<file path="config.mk">
export PLATFORM = sky130hd
export DESIGN_NAME = regfile_serial_loader_flat
export DESIGN_NICKNAME = d
export VERILOG_FILES = /design/src/rtl/regfile_serial_loader_if.sv /design/src/rtl/regfile_serial_loader.sv /design/src/flat_wrapper.sv
export SDC_FILE = /design/constraint.sdc
export NUM_CORES = 1
export LEC_CHECK = 0
export ABC_AREA = 1
export ABC_CLOCK_PERIOD_IN_PS = 2850
export BUFFER_PORTS_ARGS = -buffer_cell sky130_fd_sc_hd__buf_4
export CAP_MARGIN = 15
export CORE_MARGIN = 2
export CORE_UTILIZATION = 30
export CTS_CLUSTER_DIAMETER = 200
export DETAILED_ROUTE_END_ITERATION = 12
export GPL_ROUTABILITY_DRIVEN = 0
export GPL_TIMING_DRIVEN = 0
export PLACE_DENSITY = 0.58
export SYNTH_ARGS = -nofsm -noshare
export SYNTH_HDL_FRONTEND = slang
export SYNTH_SLANG_ARGS = --single-unit
</file>
<file path="constraint.sdc">
create_clock -name clk -period 2.85 [get_ports clk]
set_input_delay 0.4275 -clock clk [delete_from_list [all_inputs] [get_ports clk]]
set_output_delay 0.4275 -clock clk [all_outputs]
set_load 0.02 [all_outputs]
</file>
<file path="src/rtl/regfile_serial_loader_if.sv">
// Command-side bundle between the serial loader and its driver: the serial link and
// control strobes in, the register file io_in image out.
interface regfile_serial_loader_if;
  logic       sdata;
  logic       sframe;
  logic       scan_en;
  logic       parity_en;
  logic       raddr_clr;
  logic [7:0] io_out;

  modport master (output sdata, sframe, scan_en, parity_en, raddr_clr, input io_out);
  modport slave  (input sdata, sframe, scan_en, parity_en, raddr_clr, output io_out);
endinterface

</file>
<file path="src/rtl/regfile_serial_loader.sv">
// Deserializes 6-bit parity-checked write frames into a one-cycle we pulse for the
// latch register file, and optionally scans the read address through all entries.
module regfile_serial_loader #(
  parameter int SCAN_DIV = 1
) (
  input logic                     clk,
  input logic                     reset,
  regfile_serial_loader_if.slave  bus
);

  localparam logic [1:0] IDLE  = 2'd0;
  localparam logic [1:0] SHIFT = 2'd1;
  localparam logic [1:0] WRITE = 2'd2;
  localparam logic [1:0] HOLD  = 2'd3;

  localparam logic [7:0] DIV_LAST = 8'(SCAN_DIV - 1);

  logic [1:0] state;
  logic [2:0] cnt;
  logic [5:0] sr;
  logic       sframe_q;
  logic [2:0] wdata;
  logic [1:0] waddr;
  logic       we;
  logic [1:0] raddr;
  logic [7:0] div;
  logic       frame_ok;

  assign frame_ok   = (cnt == 3'd6) && (!bus.parity_en || (^sr == 1'b0));
  assign bus.io_out = {raddr[1], raddr[0], we, waddr, wdata};

  // Write path: WRITE and HOLD keep wdata/waddr stable around and after the pulse.
  always_ff @(posedge clk) begin
    if (reset) begin
      state    <= IDLE;
      cnt      <= 3'd0;
      sr       <= 6'd0;
      sframe_q <= 1'b1;
      wdata    <= 3'd0;
      waddr    <= 2'd0;
      we       <= 1'b0;
    end else begin
      sframe_q <= bus.sframe;
      we       <= 1'b0;
      case (state)
        IDLE: begin
          if (bus.sframe && !sframe_q) begin
            sr    <= {5'd0, bus.sdata};
            cnt   <= 3'd1;
            state <= SHIFT;
          end
        end
        SHIFT: begin
          if (bus.sframe) begin
            sr  <= {sr[4:0], bus.sdata};
            cnt <= (cnt == 3'd7) ? 3'd7 : cnt + 3'd1;
          end else if (frame_ok) begin
            wdata <= sr[5:3];
            waddr <= sr[2:1];
            we    <= 1'b1;
            state <= WRITE;
          end else begin
            state <= IDLE;
          end
        end
        WRITE:   state <= HOLD;
        default: state <= IDLE;
      endcase
    end
  end

  // Read-address scanner, independent of the write FSM.
  always_ff @(posedge clk) begin
    if (reset || bus.raddr_clr) begin
      raddr <= 2'd0;
      div   <= 8'd0;
    end else if (bus.scan_en) begin
      if (div == DIV_LAST) begin
        div   <= 8'd0;
        raddr <= raddr + 2'd1;
      end else begin
        div <= div + 8'd1;
      end
    end
  end

endmodule
</file>
<file path="src/flat_wrapper.sv">
// flat-port wrapper written by rule: the top's interface ports become plain ports
module regfile_serial_loader_flat 
#(
  parameter int SCAN_DIV = 1
)
  (clk, reset, bus_sdata, bus_sframe, bus_scan_en, bus_parity_en, bus_raddr_clr, bus_io_out);
  regfile_serial_loader_if bus_i ();
  input logic clk;
  input logic reset;
  input wire logic [$bits(bus_i.sdata)-1:0] bus_sdata;
  input wire logic [$bits(bus_i.sframe)-1:0] bus_sframe;
  input wire logic [$bits(bus_i.scan_en)-1:0] bus_scan_en;
  input wire logic [$bits(bus_i.parity_en)-1:0] bus_parity_en;
  input wire logic [$bits(bus_i.raddr_clr)-1:0] bus_raddr_clr;
  output wire logic [$bits(bus_i.io_out)-1:0] bus_io_out;
  assign bus_i.sdata = bus_sdata;
  assign bus_i.sframe = bus_sframe;
  assign bus_i.scan_en = bus_scan_en;
  assign bus_i.parity_en = bus_parity_en;
  assign bus_i.raddr_clr = bus_raddr_clr;
  assign bus_io_out = bus_i.io_out;
  regfile_serial_loader #(.SCAN_DIV(SCAN_DIV)) u_core (.clk(clk), .reset(reset), .bus(bus_i));
endmodule
</file>
=== Yosys cells after proc, flatten, opt, wreduce, memory -nomap -nowiden ===
Index checks and enable logic that the tools add are counted.

* Word-level logic and storage cells: 50
* Bits in registers: 28
* Input bits: 7
* Output and inout port bits: 8

* $add $sub $neg: 3
* Reductions and logical operators: 15
* Equality and inequality tests: 7
* Bitwise gates (word level): 3
* Muxes and demuxes: 13

{| class="wikitable"
|+ Operators with widths
! cell !! number
|-
| $mux 6 || 2
|-
| $pmux 6 s2 || 1
|-
| $mux 3 || 3
|-
| $add 8x1->8 const B || 1
|-
| $logic_not 8->1 || 1
|-
| $mux 8 || 1
|-
| $eq 3x3->1 const B || 2
|-
| $mux 2 || 3
|-
| $pmux 2 s3 || 1
|-
| $pmux 3 s2 || 1
|-
| $reduce_and 3->1 || 2
|-
| $reduce_xor 6->1 || 1
|-
| $ne 2x2->1 const B || 2
|-
| $reduce_and 2->1 || 2
|-
| $add 3x1->3 const B || 1
|-
| $not 1->1 || 3
|-
| $reduce_or 3->1 || 1
|-
| $add 2x1->2 const B || 1
|-
| $eq 2x1->1 const B || 1
|-
| $eq 2x2->1 const B || 1
|-
| $logic_and 1x1->1 || 2
|-
| $logic_not 1->1 || 2
|-
| $logic_not 2->1 || 1
|-
| $logic_or 1x1->1 || 2
|-
| other kinds (3) || 3
|}

=== Depth between registers and ports, before layout ===
Gate-level depths: netlist of the first run.

* Depth after elaboration: 7
* Gate-level depth with buffers: 11
* Mapped depth without buffers: 11

=== Worst setup path before layout of the first run ===
No wires, ideal clock.

* Kind: input -> register
* Start: input reset
* End: register u_core.div[7]
* Slack: 1.592 ns
* Path buffers: 1
* Setup time: 0.078 ns
* Arrival time: 1.180 ns
* Stages on the path: 6
* Required time: 2.772 ns
* Path through: buf_2 > nor2_1 > inv_1 > nor2_1 > inv_1 > nor3_1

* Word-level cells in the longest chain between the ends: 1

{| class="wikitable"
|+ RTL lines
! what !! line !! text
|-
| from (decl) || flat_wrapper.sv:9 || <nowiki>input logic reset;</nowiki>
|-
| $logic_or 1x1->1 || regfile_serial_loader.sv:74 || <nowiki>if (reset || bus.raddr_clr) begin</nowiki>
|-
| to (signal assigned) || regfile_serial_loader.sv:82 || <nowiki>div <= div + 8'd1;</nowiki>
|-
| to (decl) || regfile_serial_loader.sv:26 || <nowiki>logic [7:0] div;</nowiki>
|}

Every way passes these cells.
A chain may end at the register's enable or synchronous reset.

=== Worst setup path in the final report of the first run ===
* Start: register u_core.state[0]
* End: register u_core.state[1]

* Word-level cells in the longest chain between the ends: 3
* Elaborated cells on any way between the ends: 7

{| class="wikitable"
|+ RTL lines
! what !! line !! text
|-
| from (decl) || regfile_serial_loader.sv:18 || <nowiki>logic [1:0] state;</nowiki>
|-
| from (signal assigned) || regfile_serial_loader.sv:35 || <nowiki>state <= IDLE;</nowiki>
|-
| from (signal assigned) || regfile_serial_loader.sv:50 || <nowiki>state <= SHIFT;</nowiki>
|-
| from (signal assigned) || regfile_serial_loader.sv:61 || <nowiki>state <= WRITE;</nowiki>
|-
| $eq 2x1->1 / $logic_not 2->1 (equally long branches) || regfile_serial_loader.sv:45 || <nowiki>case (state)</nowiki>
|-
| $ne 2x2->1 (no line) / $ne 2x1->1 (equally long branches) || -- ||
|-
| $reduce_and 2->1 (no line) || -- ||
|}

Parallel ways exist; a longest one is shown, timed or not.

==> impl_metrics.toml, run 1 <==
[timing]
tns_ns = 0
worst_slew_pin_slew_ns = 0.440
setup_viol = 0
finalCritPeriodShare_pct = 48.3
hold_violations = 0
layout_setup_ws_ns = 1.47
rsz0062_at_grt = "false"
skew_ns = 0.00428
slew_viol_final = 0
maxSlewHeadroom_pct = 70.5
fmax_mhz = 726
post-route-min-period_ns = 1.38
whs_ns = 0.413

[clocking]
cts_max_level = 1
cts.sinks = 28
cts_buffer_depth = 2
numCtsBuffers = 3
tritoncts = "built"
cts_root_buffer = "clkbuf_8"
cts_resized = 0
clock_latency_ns = 0.27
path_clk_slew_ns = 0.09
cts_hold_buf = 0
cts_setup_buffers = 0

[global_route]
track_usage_pct = 9.57
antenna_found_initial = 0
grt_max_degree = 15
grt.overflow.total = 0
grt_pass1_vias = 985
grt_pass1_wl_mm = 3.97

[synth]
synth-async-reset-ratio_pct = 0
synth_top_cell_area_share_pct = 40.4
yosys_warnings = 0
ys_types = 31
synth_cells = 192
ys_ff_latch = 28
ys.flop_type = "dfxtp_1"
synth-edff-count = 0
syn-num-nets = 203
synth.top_cells.by_area = "dfxtp_1 (40%), nand2_1 (13%), inv_1 (8.7%), nor2_1 (6.0%), a21oi_1 (4.7%)"
synth_seq_area_share_pct = 40.4
syn_avg_cell_area_um2 = 7.22
synth_top_cell_by_area = "dfxtp_1"
netlist_area_um2 = 1390

[run]
maxCapViolCount = 0

[place]
pre_cts_ws_ns = 1.40
placed_cell_area_um2 = 1550
numPortBuffers = 13
dp_hpwl_mm = 1.79
dp_cells = 257

[floorplanning]
start_util_pct = 31.4
dieArea_um2 = 5180
coreArea_um2 = 4410
row_count = 24
chipWidth_um = 72.0
die_h_um = 72.0
pin_count = 15

[power]
peakVddDrop_mv = 0.278
power_leakage_nw = 0.678
p_per_area_nw_per_um2 = 432
power_mw = 0.687

[critical_path]
slowest_delay_ns = 0.36
endpoint_kind = "flop"
slowest_stage = "nor2_1"
path_buf_inv = 3
worst_ep_arrival_time_ns = 1.55
worstPathRequired_ns = 3.02
worstSetupStartpointType = "flop"
crit_chain = "inv_1, nor2_1, inv_2, nor2_1, inv_1, nand3_1, a21oi_1"
path_delay_family = "simple AND/OR/NAND/NOR gates"
crit_type = "flop to flop"
crit_fanout = 7

[finish]
final_cell_mix = "nand2_1 (48), inv_1 (32), dfxtp_1 (28)"
instances_no_fill = 260
final_common_cell = "nand2_1"
final_area_um2 = 1590
nNetsFinal = 221
utilization_pct = 36.0
drive_gt1_share_pct = 16.3
n_antenna_cell = 0
synthToLayoutAreaGrowth_pct = 14.7

[detailed_routing]
drc = 0
routed_via_density = 4.32
vias = 1123
drtIter0Drc = 40
detail_route.wl_per_cell_um = 8.79
first_pass_iters = 4
ant_nets = 0
drt_wl_total_mm = 2.29

[run_status]
status = "finished clean"

[worst_hold_path]
hold_class = "primary input to flop"
routing by layer:
| metal | global-route usage [%] | up-vias | routed length (um) |
|---|---|---|---|
| met2 | 16.4 | 18 | 1050 |
| met4 | 2.52 | 0 | 20 |
| li1 | - | 632 | - |
| met3 | 3.89 | 2 | 137 |
| met5 | 0 | - | 0 |
| met1 | 11.1 | 471 | 1080 |
logic make-up after synthesis:
kind of cell | Yosys count | synth area share (%)
simple gates | 94 | 33.2
xor+xnor | 2 | 1.26
compound gates | 23 | 9.57
mux | 1 | 0.722
fa+ha+maj | 4 | 3.61
flops | 28 | 40.4
buf+inv | 40 | 11.2
area by class of cell:
class                           count  area [um^2]
Buffer                              2         12.5
Clock buffer                        3         41.3
Fill cell                         461         2820
Inverter                           38          143
Multi-Input combinational cell    124          671
Sequential cell                    28          561
Tap cell                           52         65.1
Timing Repair Buffer               13         97.6
power by group:
part / internal, mW / switching (mW)
Sequential: 0.398 / 0.00541
Combinational: 0.0265 / 0.0484
Clock: 0.0948 / 0.114
worst paths after layout:
path / depth (start not counted) / endpoint / slack, ns / start
min reg2reg: 1 / u_core.div[4] / 0.46 / u_core.div[4]
max: 7 / u_core.state[1] / 1.47 / u_core.state[0]
min: 3 / u_core.sr[0] / 0.41 / bus_sdata
max reg2reg: 7 / u_core.state[1] / 1.47 / u_core.state[0]
cell usage after synthesis (all sizes together), types with 2 or more instances:
library cell and instances:
o21ai 6, nor3 4, buf 2, a21oi 14
a31oi 2, nand2 49, nor2 24, nand4 7
ha 4, nand3 7, dfxtp 28, inv 37
state kept, by name, indices dropped and copies added, names as in the netlist:
signal and flops:
u_core.waddr 2, u_core.div 8, u_core.cnt 3, u_core.sr 6, u_core.we 1, u_core.raddr 2
u_core.wdata 3, u_core.sframe_q 1, u_core.state 2
worst register-to-register path, stage by stage (launching register included):
cell and delay, ns:
dfxtp_1 0.33, inv_1 0.08, nor2_1 0.16, inv_2 0.10, nor2_1 0.36, inv_1 0.11, nand3_1 0.10, a21oi_1 0.04
(Power assumes the default switching activity.)
==> inputs of run 2 (changes only) <==
- ABC_CLOCK_PERIOD_IN_PS: 2850 -> 1100
- PLACE_DENSITY: 0.58 -> 0.6
- clock period: 2.85 -> 1.1 ns (I/O delays scaled with it)
==> impl_metrics.toml, run 2 (synthesized netlist as in run 1, its figures left out) <==
[global_route]
track_usage_pct = 11.4
grt.overflow.total = 0
grt_max_degree = 17
antenna_found_initial = 0
grt_pass1_wl_mm = 4.69
grt_pass1_vias = 1115

[clocking]
cts_root_buffer = "clkbuf_8"
numCtsBuffers = 3
cts_max_level = 1
tritoncts = "built"
cts_hold_buf = 0
clock_latency_ns = 0.28
cts.sinks = 28
path_clk_slew_ns = 0.10
cts_buffer_depth = 2

[timing]
hold_violations = 0
rsz0062_at_grt = "true"
layout_setup_ws_ns = -0.199
maxSlewHeadroom_pct = 80.5
post-route-min-period_ns = 1.30
slew_viol_final = 0
setup_viol = 24
skew_ns = 0.0115
tns_ns = -2.68
worst_slew_pin_slew_ns = 0.291
fmax_mhz = 770
whs_ns = 0.130
finalCritPeriodShare_pct = 118

[floorplanning]
start_util_pct = 31.4
pin_count = 15
dieArea_um2 = 5180
coreArea_um2 = 4410
die_h_um = 72.0
row_count = 24
chipWidth_um = 72.0

[detailed_routing]
drt_wl_total_mm = 2.76
detail_route.wl_per_cell_um = 9.89
drc = 0
ant_nets = 0
drtIter0Drc = 53
routed_via_density = 4.53
first_pass_iters = 4
vias = 1264

[finish]
largest_reg_flops = 8
regMostFlops = "u_core.div"
final_common_cell = "nand2_1"
drive_gt1_share_pct = 45.4
largestRegisters = "u_core.div (8), u_core.sr (6)"
fillCellCount = 445
nNetsFinal = 239
final_area_um2 = 1960
n_antenna_cell = 0
synthToLayoutAreaGrowth_pct = 41.1
multi_input_area_um2 = 822
final_cell_mix = "nand2_1 (38), buf_4 (31), inv_1 (21)"
ff_latch_area_um2 = 587

[critical_path]
worstSetupStartpointType = "flop"
crit_type = "flop to flop"
endpoint_kind = "flop"
slowest_delay_ns = 0.39
slowest_stage = "dfxtp_4"
worstPathRequired_ns = 1.27
crit_chain = "buf_4, ha_4, nand3_4, nor4_2, xor2_1, nor2_1"
worst_ep_arrival_time_ns = 1.47
crit_fanout = 4

[worst_hold_path]
hold_class = "primary input to flop"

[power]
p_per_area_nw_per_um2 = 1090
power_mw = 2.14
power_leakage_nw = 0.813
peakVddDrop_mv = 0.679

[place]
dp_hpwl_mm = 1.78
numPortBuffers = 13
placed_cell_area_um2 = 1590

[run]
maxCapViolCount = 0

[run_status]
violations = "negative setup slack"
status = "finished with violations"
[run 2: cell count changes in the layout (fill, tap and decap cells not counted), moves of 6 or more]
cell | previous run | this run
nand2_1 | 48 | 38
inv_1 | 32 | 21
dfxtp_1 | 28 | 19
nand2_2 | 1 | 10
inv_2 | 5 | 12
dfxtp_4 | 0 | 6
buf_4 | 14 | 31
[run 2: what timing repair did]
item | 4_1_cts | 5_1_grt
resized for setup | 17 | 33
pin swaps | 9 | 24
endpoints found under the setup margin | 26 | 27
cloned | 0 | 0
setup buffers | 10 | 8
[run 2: path summary, 6_finish.rpt]
kind,cells past startpoint,slack (ns),end,start
setup / recovery,6,-0.20,u_core.div[6],u_core.div[0]
hold / removal,3,0.13,u_core.sr[0],bus_sdata
setup reg to reg,6,-0.20,u_core.div[6],u_core.div[0]
hold reg to reg,1,0.46,u_core.div[4],u_core.div[4]
[run 2: through the flow]
stage | util (%) | worst slack, ns | instances
3_3_place_gp | 35.9 | -0.134 | 257
6_report | 44.3 | -0.199 | 279
2_1_floorplan | - | -0.0566 | 192
3_5_place_dp | 35.9 | -0.144 | 257
4_1_cts | 40.6 | -0.163 | 271
5_1_grt | 44.3 | -0.329 | 279
[run 2: critical path, delay by kind of cell, from the launching register on]
kind,cells,cell delay [ns]
buf+inv,1,0.12
flops,1,0.39
xor+xnor,1,0.17
simple gates,3,0.38
fa+ha+maj,1,0.14
[run 2: layout make-up]
| class | count | area share, % |
|---|---|---|
| multi-input combinational | 124 | 42.0 |
| sequential | 28 | 30.0 |
| timing repair buffer | 31 | 12.5 |
| inverter | 38 | 7.81 |
| tap | 52 | 3.33 |
| clock buffer | 3 | 2.11 |
| clock inverter | 1 | 1.54 |
| buffer | 2 | 0.640 |
[run 2: report_power, final]
group          total, mW  switching [mW]  internal, mW
combinational      0.280           0.160         0.120
clock              0.819           0.331         0.488
sequential          1.04          0.0182          1.02
total               2.14           0.509          1.63
[run 2: per-layer routing]
layer | routed length [um] | vias up | global-route usage (%) | part of all wire [%]
met5 | 0 | - | 0 | 0
met4 | 25 | 0 | 3.14 | 0.91
met3 | 119 | 2 | 3.47 | 4.3
met2 | 1420 | 24 | 21.3 | 52
met1 | 1190 | 559 | 12.4 | 43
li1 | - | 679 | - | -
==> inputs of run 3 (changes only) <==
- CORE_ASPECT_RATIO: unset -> 1.25
==> impl_metrics.toml, run 3 (synthesized netlist as in run 1, its figures left out) <==
[run_status]
status = "finished with violations"
violations = "negative setup slack"

[clocking]
cts_buffer_depth = 2
path_clk_slew_ns = 0.09
numCtsBuffers = 3
cts.sinks = 28
cts_root_buffer = "clkbuf_8"
tritoncts = "built"
cts_hold_buf = 0
clock_latency_ns = 0.27
cts_max_level = 1

[critical_path]
r2r_cells = 7
crit_fanout = 4
r2r-start = "u_core.div[0]"
worstReg2RegEnd = "u_core.raddr[1]"
crit_path_start = "u_core.div[0]"
crit_type = "flop to flop"
endpoint = "u_core.raddr[1]"
worst_ep_arrival_time_ns = 1.48
reg2reg_slack_ns = -0.20
worstPathRequired_ns = 1.27
worstSetupStartpointType = "flop"
endpoint_kind = "flop"

[power]
power_switching_mw = 0.485
peakVddDrop_mv = 0.472
switching_share_pct = 26.3
pwr-share-seq_pct = 56.4
internal_power_mw = 1.36
clkPwrFrac_pct = 30.1
power_leakage_nw = 0.750
p_comb_share_pct = 13.5
p_per_area_nw_per_um2 = 991

[detailed_routing]
ant_nets = 0
detail_route.wl_per_cell_um = 9.62
drt_wl_total_mm = 2.60
first_pass_iters = 4
drtIter0Drc = 31
routed_via_density = 4.41
drc = 0
vias = 1192

[global_route]
grt_pass1_wl_mm = 4.23
antenna_found_initial = 0
track_usage_pct = 10.4
grt_pass1_vias = 1040
grt_max_degree = 15
grt.overflow.total = 0

[finish]
final_cell_mix = "nand2_1 (33), inv_1 (20), dfxtp_1 (19)"
largestRegisters = "u_core.div (8), u_core.sr (6)"
largest_reg_flops = 8
regMostFlops = "u_core.div"
drive_gt1_share_pct = 46.2
nNetsFinal = 225
synthToLayoutAreaGrowth_pct = 34.1
instances_no_fill = 270
n_antenna_cell = 0
final_common_cell = "nand2_1"

[floorplanning]
row_count = 27
start_util_pct = 31.3
coreArea_um2 = 4430
pin_count = 15
chipWidth_um = 64.8
dieArea_um2 = 5180
die_h_um = 80

[timing]
post-route-min-period_ns = 1.30
slew_viol_final = 0
setup_viol = 23
rsz0062_at_grt = "true"
finalCritPeriodShare_pct = 119
skew_ns = 0.00338
layout_setup_ws_ns = -0.204
worst_slew_pin_slew_ns = 0.301
maxSlewHeadroom_pct = 79.8
tns_ns = -2.44
hold_violations = 0
fmax_mhz = 767

[worst_hold_path]
hold_class = "primary input to flop"

[place]
numPortBuffers = 13
dp_cells = 263
dp_hpwl_mm = 1.82

[run]
maxCapViolCount = 0
[run 3: cell types whose count changed in the layout (fill, tap and decap cells not counted), sizes merged]
cell	delta
bufinv	-1
inv	-1
buf	-14
clkinv	+1
[run 3: critical path, cell delays in order, from the launching register on]
cell and delay (ns):
dfxtp_4 0.38, inv_2 0.07, ha_4 0.12, nand4_1 0.13, nor3_4 0.24, nand2_2 0.10
o21ai_1 0.13, a21oi_1 0.05
[run 3: per-layer routing]
| layer | GRT usage (%) | vias to the layer above | part of all wire [%] |
|---|---|---|---|
| met1 | 11.3 | 530 | 43 |
| met4 | 5.74 | 0 | 2.0 |
| li1 | - | 643 | - |
| met2 | 18.6 | 15 | 52 |
| met5 | 0 | - | 0 |
| met3 | 2.12 | 4 | 2.6 |
[run 3: stage by stage]
| step | utilization [%] | hold slack (ns) | worst slack, ns | power [mW] | area, um^2 |
|---|---|---|---|---|---|
| floorplan | - | 0.283 | -0.0566 | 1.22 | 1420 |
| global placement | 36.0 | 0.417 | -0.136 | 1.27 | 1590 |
| detailed placement | 36.0 | 0.433 | -0.150 | 1.28 | 1590 |
| CTS | 38.3 | 0.132 | -0.167 | 1.84 | 1700 |
| global route | 42.0 | 0.145 | -0.270 | 1.94 | 1860 |
| finish | 42.0 | 0.145 | -0.204 | 1.84 | 1860 |
[run 3: area by class of cell]
type | count | area [um^2]
Buffer | 2 | 12.5
Clock buffer | 3 | 41.3
Fill cell | 471 | 2570
Inverter | 38 | 155
Multi-Input combinational cell | 124 | 863
Sequential cell | 28 | 587
Tap cell | 58 | 72.6
Timing Repair Buffer | 17 | 128
[run 3: repair_timing]
item / in CTS / in global routing
pin swaps: 17 / 26
resized for setup: 14 / 50
buffers inserted: 3 / 1
endpoints found under the setup margin: 26 / 27
[run 3: how the worst min path moves through the flow]
stage | depth (start not counted) | start | slack, ns | endpoint
after global routing | 3 | bus_sdata | 0.15 | u_core.sr[0]
after floorplan | 2 | bus_sframe | 0.28 | u_core.sframe_q
final | 3 | bus_sdata | 0.14 | u_core.sr[0]
after CTS | 4 | bus_raddr_clr | 0.13 | u_core.raddr[0]
after detailed placement | 4 | bus_raddr_clr | 0.43 | u_core.raddr[0]
after global placement | 3 | bus_sdata | 0.42 | u_core.sr[0]
[run 3: power groups by stage]
stage	clock, mW	combinational (mW)	sequential, mW
after floorplan	0	0.149	1.07
after global placement	0	0.202	1.07
after detailed placement	0	0.204	1.07
after CTS	0.569	0.228	1.05
after global routing	0.622	0.277	1.04
final	0.555	0.249	1.04
